$ cat config.mk
export PLATFORM = sky130hd
export DESIGN_NAME = decode_stage
export DESIGN_NICKNAME = d
export VERILOG_FILES = /design/src/rtl/riscv_pkg.sv /design/src/rtl/imm_gen.sv /design/src/rtl/decode_stage.sv
export SDC_FILE = /design/constraint.sdc
export NUM_CORES = 1
export LEC_CHECK = 0
export CELL_PAD_IN_SITES_DETAIL_PLACEMENT = 1
export CELL_PAD_IN_SITES_GLOBAL_PLACEMENT = 2
export CORE_ASPECT_RATIO = 1.25
export CORE_MARGIN = 8
export CORE_UTILIZATION = 28
export CTS_BUF_LIST = sky130_fd_sc_hd__clkbuf_16
export DETAILED_ROUTE_END_ITERATION = 10
export HOLD_SLACK_MARGIN = 0.1
export PLACE_DENSITY = 0.88
export SYNTH_ARGS = -nofsm -noshare
export SYNTH_HDL_FRONTEND = slang
export SYNTH_SLANG_ARGS = --single-unit
$ cat constraint.sdc
create_clock -name clk -period 3.1 [get_ports clk]
set_clock_uncertainty 0.1 [all_clocks]
set_input_delay 0.465 -clock clk [delete_from_list [all_inputs] [get_ports clk]]
set_output_delay 0.465 -clock clk [all_outputs]
set_load 0.05 [all_outputs]
$ cat src/rtl/riscv_pkg.sv
// Shared RV32I decode definitions: opcodes, ALU operation and immediate-format enums.
// Used by decode_stage and imm_gen.
package riscv_pkg;

   localparam int REG_AW = 5;

   localparam logic [6:0] OPC_LUI      = 7'b0110111;
   localparam logic [6:0] OPC_AUIPC    = 7'b0010111;
   localparam logic [6:0] OPC_JAL      = 7'b1101111;
   localparam logic [6:0] OPC_JALR     = 7'b1100111;
   localparam logic [6:0] OPC_BRANCH   = 7'b1100011;
   localparam logic [6:0] OPC_LOAD     = 7'b0000011;
   localparam logic [6:0] OPC_STORE    = 7'b0100011;
   localparam logic [6:0] OPC_OP_IMM   = 7'b0010011;
   localparam logic [6:0] OPC_OP       = 7'b0110011;
   localparam logic [6:0] OPC_MISC_MEM = 7'b0001111;
   localparam logic [6:0] OPC_SYSTEM   = 7'b1110011;

   localparam logic [6:0] FUNCT7_BASE  = 7'b0000000;
   localparam logic [6:0] FUNCT7_ALT   = 7'b0100000;

   typedef enum logic [3:0] {
      ALU_ADD    = 4'd0,
      ALU_SUB    = 4'd1,
      ALU_SLL    = 4'd2,
      ALU_SLT    = 4'd3,
      ALU_SLTU   = 4'd4,
      ALU_XOR    = 4'd5,
      ALU_SRL    = 4'd6,
      ALU_SRA    = 4'd7,
      ALU_OR     = 4'd8,
      ALU_AND    = 4'd9,
      ALU_PASS_B = 4'd10
   } alu_op_e;

   typedef enum logic [2:0] {
      IMM_NONE = 3'd0,
      IMM_I    = 3'd1,
      IMM_S    = 3'd2,
      IMM_B    = 3'd3,
      IMM_U    = 3'd4,
      IMM_J    = 3'd5
   } imm_fmt_e;

   typedef struct packed {
      logic     rs1_used;
      logic     rs2_used;
      logic     reg_write;
      logic     mem_read;
      logic     mem_write;
      logic     branch;
      logic     jump;
      logic     src_b_imm;
      logic     illegal;
      alu_op_e  alu_op;
      imm_fmt_e fmt;
   } dec_ctrl_t;

   // alt selects SUB/SRA (instr[30]); callers pass 0 where bit 30 is immediate data
   function automatic alu_op_e alu_from_funct3(input logic [2:0] f3, input logic alt);
      alu_op_e op;
      case (f3)
         3'b000:  op = alt ? ALU_SUB : ALU_ADD;
         3'b001:  op = ALU_SLL;
         3'b010:  op = ALU_SLT;
         3'b011:  op = ALU_SLTU;
         3'b100:  op = ALU_XOR;
         3'b101:  op = alt ? ALU_SRA : ALU_SRL;
         3'b110:  op = ALU_OR;
         default: op = ALU_AND;
      endcase
      return op;
   endfunction

endpackage

$ cat src/rtl/imm_gen.sv
// Combinational RV32I immediate generator; the format select comes from the decoder.
// Only instruction bits [31:7] carry immediate data.
module imm_gen
   import riscv_pkg::*;
#(
   parameter int XLEN = 32
) (
   input  logic [31:7]     i_instr,
   input  imm_fmt_e        i_fmt,
   output logic [XLEN-1:0] o_imm
);

   logic [31:0] w_imm32;

   always_comb begin
      case (i_fmt)
         IMM_I:   w_imm32 = {{20{i_instr[31]}}, i_instr[31:20]};
         IMM_S:   w_imm32 = {{20{i_instr[31]}}, i_instr[31:25], i_instr[11:7]};
         IMM_B:   w_imm32 = {{19{i_instr[31]}}, i_instr[31], i_instr[7],
                             i_instr[30:25], i_instr[11:8], 1'b0};
         IMM_U:   w_imm32 = {i_instr[31:12], 12'b0};
         IMM_J:   w_imm32 = {{11{i_instr[31]}}, i_instr[31], i_instr[19:12],
                             i_instr[20], i_instr[30:21], 1'b0};
         default: w_imm32 = '0;
      endcase
      // widen to XLEN by replicating the sign, then drop in the 32-bit value
      o_imm       = {XLEN{w_imm32[31]}};
      o_imm[31:0] = w_imm32;
   end

endmodule

$ cat src/rtl/decode_stage.sv
// RV32I decode stage with register-file read issue, busy scoreboard and one pipeline register.
// Optional macro DECODE_ILLEGAL_TRAP_EN adds the registered ex_illegal output.
module decode_stage
   import riscv_pkg::*;
#(
   parameter int XLEN  = 32,
   parameter int NREGS = 32
) (
   input  logic              clk,
   input  logic              rst_n,
   input  logic              if_valid,
   output logic              if_ready,
   input  logic [31:0]       if_instr,
   input  logic [XLEN-1:0]   if_pc,
   output logic              rf_read_en,
   output logic [REG_AW-1:0] rf_raddr1,
   output logic [REG_AW-1:0] rf_raddr2,
   output logic              ex_valid,
   input  logic              ex_ready,
   output logic [XLEN-1:0]   ex_pc,
   output logic [XLEN-1:0]   ex_imm,
   output logic [REG_AW-1:0] ex_rd,
   output logic [REG_AW-1:0] ex_rs1,
   output logic [REG_AW-1:0] ex_rs2,
   output logic [2:0]        ex_funct3,
   output alu_op_e           ex_alu_op,
   output logic              ex_src_b_imm,
   output logic              ex_reg_write,
   output logic              ex_mem_read,
   output logic              ex_mem_write,
   output logic              ex_branch,
   output logic              ex_jump,
`ifdef DECODE_ILLEGAL_TRAP_EN
   output logic              ex_illegal,
`endif
   input  logic              wb_valid,
   input  logic [REG_AW-1:0] wb_addr,
   input  logic              flush
);

   logic [6:0]        w_opcode;
   logic [REG_AW-1:0] w_rd;
   logic [REG_AW-1:0] w_rs1;
   logic [REG_AW-1:0] w_rs2;
   logic [2:0]        w_funct3;
   logic [6:0]        w_funct7;
   dec_ctrl_t         w_ctrl;
   logic [XLEN-1:0]   w_imm;
   logic              w_hazard;
   logic              w_accept;
   logic              w_flush_kill;
   logic [NREGS-1:0]  w_busy_next;
   logic [NREGS-1:1]  w_set;
   logic [NREGS-1:1]  w_clr;

   logic [NREGS-1:0]  r_busy;
   logic              r_ex_valid;
   logic [XLEN-1:0]   r_ex_pc;
   logic [XLEN-1:0]   r_ex_imm;
   logic [REG_AW-1:0] r_ex_rd;
   logic [REG_AW-1:0] r_ex_rs1;
   logic [REG_AW-1:0] r_ex_rs2;
   logic [2:0]        r_ex_funct3;
   alu_op_e           r_ex_alu_op;
   logic              r_ex_src_b_imm;
   logic              r_ex_reg_write;
   logic              r_ex_mem_read;
   logic              r_ex_mem_write;
   logic              r_ex_branch;
   logic              r_ex_jump;
   logic              r_ex_illegal;

   assign w_opcode = if_instr[6:0];
   assign w_rd     = if_instr[11:7];
   assign w_funct3 = if_instr[14:12];
   assign w_rs1    = if_instr[19:15];
   assign w_rs2    = if_instr[24:20];
   assign w_funct7 = if_instr[31:25];

   always_comb begin
      w_ctrl        = '0;
      w_ctrl.alu_op = ALU_ADD;
      w_ctrl.fmt    = IMM_NONE;
      case (w_opcode)
         OPC_LUI: begin
            w_ctrl.reg_write = 1'b1; w_ctrl.src_b_imm = 1'b1;
            w_ctrl.alu_op    = ALU_PASS_B; w_ctrl.fmt = IMM_U;
         end
         OPC_AUIPC: begin
            w_ctrl.reg_write = 1'b1; w_ctrl.src_b_imm = 1'b1; w_ctrl.fmt = IMM_U;
         end
         OPC_JAL: begin
            w_ctrl.reg_write = 1'b1; w_ctrl.jump = 1'b1;
            w_ctrl.src_b_imm = 1'b1; w_ctrl.fmt  = IMM_J;
         end
         OPC_JALR: begin
            w_ctrl.rs1_used  = 1'b1; w_ctrl.reg_write = 1'b1; w_ctrl.jump = 1'b1;
            w_ctrl.src_b_imm = 1'b1; w_ctrl.fmt       = IMM_I;
         end
         OPC_BRANCH: begin
            w_ctrl.rs1_used = 1'b1; w_ctrl.rs2_used = 1'b1; w_ctrl.branch = 1'b1;
            w_ctrl.alu_op   = ALU_SUB; w_ctrl.fmt   = IMM_B;
         end
         OPC_LOAD: begin
            w_ctrl.rs1_used  = 1'b1; w_ctrl.reg_write = 1'b1; w_ctrl.mem_read = 1'b1;
            w_ctrl.src_b_imm = 1'b1; w_ctrl.fmt       = IMM_I;
         end
         OPC_STORE: begin
            w_ctrl.rs1_used  = 1'b1; w_ctrl.rs2_used = 1'b1; w_ctrl.mem_write = 1'b1;
            w_ctrl.src_b_imm = 1'b1; w_ctrl.fmt      = IMM_S;
         end
         OPC_OP_IMM: begin
            w_ctrl.rs1_used  = 1'b1; w_ctrl.reg_write = 1'b1;
            w_ctrl.src_b_imm = 1'b1; w_ctrl.fmt       = IMM_I;
            w_ctrl.alu_op    = alu_from_funct3(w_funct3, (w_funct3 == 3'b101) && if_instr[30]);
            if (w_funct3 == 3'b001)
               w_ctrl.illegal = (w_funct7 != FUNCT7_BASE);
            else if (w_funct3 == 3'b101)
               w_ctrl.illegal = (w_funct7 != FUNCT7_BASE) && (w_funct7 != FUNCT7_ALT);
         end
         OPC_OP: begin
            w_ctrl.rs1_used  = 1'b1; w_ctrl.rs2_used = 1'b1; w_ctrl.reg_write = 1'b1;
            w_ctrl.alu_op    = alu_from_funct3(w_funct3, if_instr[30]);
            w_ctrl.illegal   = !((w_funct7 == FUNCT7_BASE) ||
                                 ((w_funct7 == FUNCT7_ALT) &&
                                  ((w_funct3 == 3'b000) || (w_funct3 == 3'b101))));
         end
         OPC_MISC_MEM, OPC_SYSTEM: ;
         default: w_ctrl.illegal = 1'b1;
      endcase
      // an illegal encoding must not write, touch memory, redirect, or stall on operands
      if (w_ctrl.illegal) begin
         w_ctrl.rs1_used  = 1'b0; w_ctrl.rs2_used  = 1'b0; w_ctrl.reg_write = 1'b0;
         w_ctrl.mem_read  = 1'b0; w_ctrl.mem_write = 1'b0;
         w_ctrl.branch    = 1'b0; w_ctrl.jump      = 1'b0;
      end
   end

   imm_gen #(.XLEN(XLEN)) u_imm_gen (
      .i_instr (if_instr[31:7]),
      .i_fmt   (w_ctrl.fmt),
      .o_imm   (w_imm)
   );

   assign w_hazard = (w_ctrl.rs1_used && r_busy[w_rs1]) ||
                     (w_ctrl.rs2_used && r_busy[w_rs2]) ||
                     (w_ctrl.reg_write && (w_rd != '0) && r_busy[w_rd]);

   assign if_ready   = rst_n && !flush && !w_hazard && (!r_ex_valid || ex_ready);
   assign w_accept   = if_valid && if_ready;
   assign rf_read_en = w_accept;
   assign rf_raddr1  = w_rs1;
   assign rf_raddr2  = w_rs2;

   assign w_flush_kill = flush && r_ex_valid && r_ex_reg_write;

   // set beats clear so a retiring write and a new writer to the same reg keep it busy
   genvar gi;
   generate
      for (gi = 1; gi < NREGS; gi++) begin : g_busy
         assign w_set[gi] = w_accept && w_ctrl.reg_write && (w_rd == REG_AW'(gi));
         assign w_clr[gi] = (wb_valid && (wb_addr == REG_AW'(gi))) ||
                            (w_flush_kill && (r_ex_rd == REG_AW'(gi)));
         assign w_busy_next[gi] = w_set[gi] || (r_busy[gi] && !w_clr[gi]);
      end
   endgenerate
   assign w_busy_next[0] = 1'b0;

   always_ff @(posedge clk or negedge rst_n) begin
      if (!rst_n) begin
         r_busy         <= '0;
         r_ex_valid     <= 1'b0;
         r_ex_pc        <= '0;
         r_ex_imm       <= '0;
         r_ex_rd        <= '0;
         r_ex_rs1       <= '0;
         r_ex_rs2       <= '0;
         r_ex_funct3    <= '0;
         r_ex_alu_op    <= ALU_ADD;
         r_ex_src_b_imm <= 1'b0;
         r_ex_reg_write <= 1'b0;
         r_ex_mem_read  <= 1'b0;
         r_ex_mem_write <= 1'b0;
         r_ex_branch    <= 1'b0;
         r_ex_jump      <= 1'b0;
         r_ex_illegal   <= 1'b0;
      end else begin
         r_busy <= w_busy_next;
         if (flush)
            r_ex_valid <= 1'b0;
         else if (w_accept)
            r_ex_valid <= 1'b1;
         else if (ex_ready)
            r_ex_valid <= 1'b0;
         if (w_accept) begin
            r_ex_pc        <= if_pc;
            r_ex_imm       <= w_imm;
            r_ex_rd        <= w_rd;
            r_ex_rs1       <= w_rs1;
            r_ex_rs2       <= w_rs2;
            r_ex_funct3    <= w_funct3;
            r_ex_alu_op    <= w_ctrl.alu_op;
            r_ex_src_b_imm <= w_ctrl.src_b_imm;
            r_ex_reg_write <= w_ctrl.reg_write;
            r_ex_mem_read  <= w_ctrl.mem_read;
            r_ex_mem_write <= w_ctrl.mem_write;
            r_ex_branch    <= w_ctrl.branch;
            r_ex_jump      <= w_ctrl.jump;
            r_ex_illegal   <= w_ctrl.illegal;
         end
      end
   end

   assign ex_valid     = r_ex_valid;
   assign ex_pc        = r_ex_pc;
   assign ex_imm       = r_ex_imm;
   assign ex_rd        = r_ex_rd;
   assign ex_rs1       = r_ex_rs1;
   assign ex_rs2       = r_ex_rs2;
   assign ex_funct3    = r_ex_funct3;
   assign ex_alu_op    = r_ex_alu_op;
   assign ex_src_b_imm = r_ex_src_b_imm;
   assign ex_reg_write = r_ex_reg_write;
   assign ex_mem_read  = r_ex_mem_read;
   assign ex_mem_write = r_ex_mem_write;
   assign ex_branch    = r_ex_branch;
   assign ex_jump      = r_ex_jump;

`ifdef DECODE_ILLEGAL_TRAP_EN
   assign ex_illegal = r_ex_illegal;
`else
   logic w_illegal_unused;
   assign w_illegal_unused = r_ex_illegal;
`endif

endmodule

==> results.sh <==
export IMPL_drtPass1Iterations=5
export IMPL_period_needed_ns=3.15
export IMPL_synth_seq_cells=124
export IMPL_via_count=6343
export IMPL_cts_hold_buffers_added=0
export IMPL_die_y_um=192
export IMPL_nFillCells=2622
export IMPL_final_util=0.436
export IMPL_drt_initial_drc_count=429
export IMPL_io_pin_count=180
export IMPL_grt_max_degree=75
export IMPL_overflow=0
export IMPL_p_per_area_mw_per_mm2=545
export IMPL_wl_per_cell_um=22.5
export IMPL_clk_path_buf_depth=2
export IMPL_outcome="finished with violations"
export IMPL_detail_route_antenna_nets=0
export IMPL_finalWorstSetupSlack_ns=-0.0458
export IMPL_tightest_slew_ns=0.992
export IMPL_grt_pass1_wl_mm=42.1
export IMPL_dieArea_mm2=0.0302
export IMPL_remaining_drc_errors=0
export IMPL_ir_drop_mv=0.274
export IMPL_portBuffers=179
export IMPL_hold_class="in -> async"
export IMPL_die_x_um=157
export IMPL_netlist_area_leader_share=0.446
export IMPL_ys_top_cells_by_area="dfrtp_1 45%, mux4_2 6.8%, mux2_4 6.3%, mux2_2 6.0%, mux2i_1 4.5%"
export IMPL_p_leak_nw=4.29
export IMPL_gp_congestion=0.890
export IMPL_post_synth_cell_area_avg_um2=11.3
export IMPL_antenna_found_initial=0
export IMPL_nets=942
export IMPL_async_flop_share=1.00
export IMPL_layout_drive_gt1_share=0.322
export IMPL_whs_ns=0.114
export IMPL_rsz0062_at_grt="yes"
export IMPL_fin_crit_sh=1.01
export IMPL_insertion_delay_ns=0.42
export IMPL_netlist_area_mm2=0.00695
export IMPL_core_area_mm2=0.0244
export IMPL_cts_clk_slew_worst_paths_ns=0.06
export IMPL_cts_tree="yes"
export IMPL_synth_cells=613
export IMPL_synth_top_cell_by_area="dfrtp_1"
export IMPL_wl_mm=27.3
export IMPL_numClockSinks=124
export IMPL_finalHoldViolCount=0
export IMPL_synthMostInstantiatedCell="dfrtp_1"
export IMPL_ys_top_cells_by_count="124 x dfrtp_1, 38 x o21ai_0, 37 x mux2_2"
export IMPL_worstPathMaxFanout=5
export IMPL_p_total_mw=5.80
export IMPL_path_class="in -> out"
export IMPL_htree_levels=4
export IMPL_crit_arrival_ns=2.58
export IMPL_synth_warnings=0
export IMPL_cp_required_ns=2.53
export IMPL_maxSlewViolCount=0
export IMPL_timing_fmax_ghz=0.318
export IMPL_synth_cell_types=57
export IMPL_dp_hpwl_mm=20.3
export IMPL_vias_per_cell=5.24
export IMPL_cts_buffers=17
export IMPL_max_cap_violations=0
export IMPL_relSlewSlack=0.339
export IMPL_synthesis_nets=688
export IMPL_area_growth_pct=53.0
export IMPL_end_kind="primary output"
export IMPL_fin_setup_tns_ns=-0.0671
export IMPL_violations="setup timing"
export IMPL_clockRootBuffer="clkbuf_16"
export IMPL_antennaDiodeCount=0
export IMPL_first_global_vias=6986
export IMPL_initial_core_util=0.285
export IMPL_setup_violations_final=2
export IMPL_synth_edf_count=0
export IMPL_ys_seq_area_frac=0.446
export IMPL_grt_usage=0.183
export IMPL_critPathLaunchType="input port"
export IMPL_yosys_most_used_dff="dfrtp_1"
export IMPL_row_count=64
## kinds of logic (layout without fill, tap and decap cells)
logic type | after synthesis | count (layout) | synth area share
simple gates | 151 | 151 | 0.122
compound gates | 130 | 130 | 0.130
flops | 124 | 124 | 0.446
mux | 119 | 119 | 0.237
buf+inv | 89 | 356 | 0.0657
## final timing paths
check                        startpoint         end  slack [ns]  cells after the start
max                        if_instr[11]  rf_read_en       -0.05                      9
min                               rst_n  ex_imm[30]        0.11                      2
max reg2reg                  r_busy[20]   ex_rs1[1]        0.14                     10
min reg2reg                   ex_pc[27]   ex_pc[27]        0.41                      1
max in group asynchronous         rst_n  r_busy[17]        1.24                      3
min in group clk           if_instr[31]  ex_imm[31]        0.39                      4
## cell type report
cell class                 instances  area, um2  area share
timing repair buffer             290       2750       0.258
tap                              330        413      0.0388
multi-input combinational        400       3570       0.335
sequential                       124       3110       0.292
clock inverter                    15        244      0.0229
inverter                          34        128      0.0120
clock buffer                      17        425      0.0400
## per-layer routing
layer	global-route usage	wire length (um)
met5	0	0
met4	0.0800	903
met3	0.0356	1590
met2	0.333	14600
met1	0.203	10200
## flip-flops by register name (all words and copies together), names as in the netlist
| name | count |
|---|---|
| ex_imm | 32 |
| ex_pc | 32 |
| r_busy | 31 |
| ex_rd | 5 |
| ex_rs1 | 5 |
| ex_rs2 | 5 |
| ex_alu_op | 4 |
| ex_funct3 | 3 |
| ex_branch | 1 |
| ex_jump | 1 |
| ex_mem_read | 1 |
| ex_mem_write | 1 |
| ex_reg_write | 1 |
| ex_src_b_imm | 1 |
| ex_valid | 1 |
## critical path, stage by stage
cell and delay [ns]:
clkdlybuf4s50_1 0.60, nor3b_1 0.39, nor2b_1 0.21, nor4_1 0.08, buf_4 0.15, a32oi_4 0.22
o211a_4 0.22, buf_12 0.11, buf_12 0.13
## report_power, final
part / leakage, nW / internal [mW] / switching [mW]
Combinational: 2.36 / 0.635 / 0.997
Clock: 0.321 / 1.51 / 0.783
Sequential: 1.61 / 1.77 / 0.104
## metrics by stage
stage	cells	worst slack, ns	cell area (um2)
after floorplan	613	0.0538	6960
after global placement	1163	-0.485	9660
after detailed placement	1163	-0.521	9660
after CTS	1209	-0.0306	10600
after global routing	1210	-0.127	10600
final	1210	-0.0458	10600
## what timing repair did
action | 4_1_cts | 5_1_grt
resized for setup | 67 | 5
endpoints found under the hold margin | 0 | 0
pin swaps | 21 | 1
setup buffers | 14 | 1
gates cloned | 0 | 0
setup endpoints to repair | 60 | 5
## placed cells by master (no fill, tap or decap), types with 9 or more instances in the layout
cell type | synthesis | routed
buf_12 | 0 | 10
nand2_1 | 25 | 24
a21oi_1 | 24 | 23
o21ai_0 | 38 | 38
mux4_2 | 21 | 21
buf_4 | 13 | 101
inv_1 | 33 | 33
nor2_1 | 19 | 18
dlygate4sd2_1 | 0 | 14
dfrtp_1 | 124 | 119
clkbuf_16 | 0 | 17
o221ai_1 | 31 | 31
nand4_1 | 32 | 32
nand2b_1 | 13 | 13
clkdlybuf4s50_1 | 0 | 150
mux2_4 | 29 | 29
mux2i_1 | 31 | 31
mux2_2 | 37 | 37
buf_6 | 3 | 9
Power figures use the tool's default switching activity.
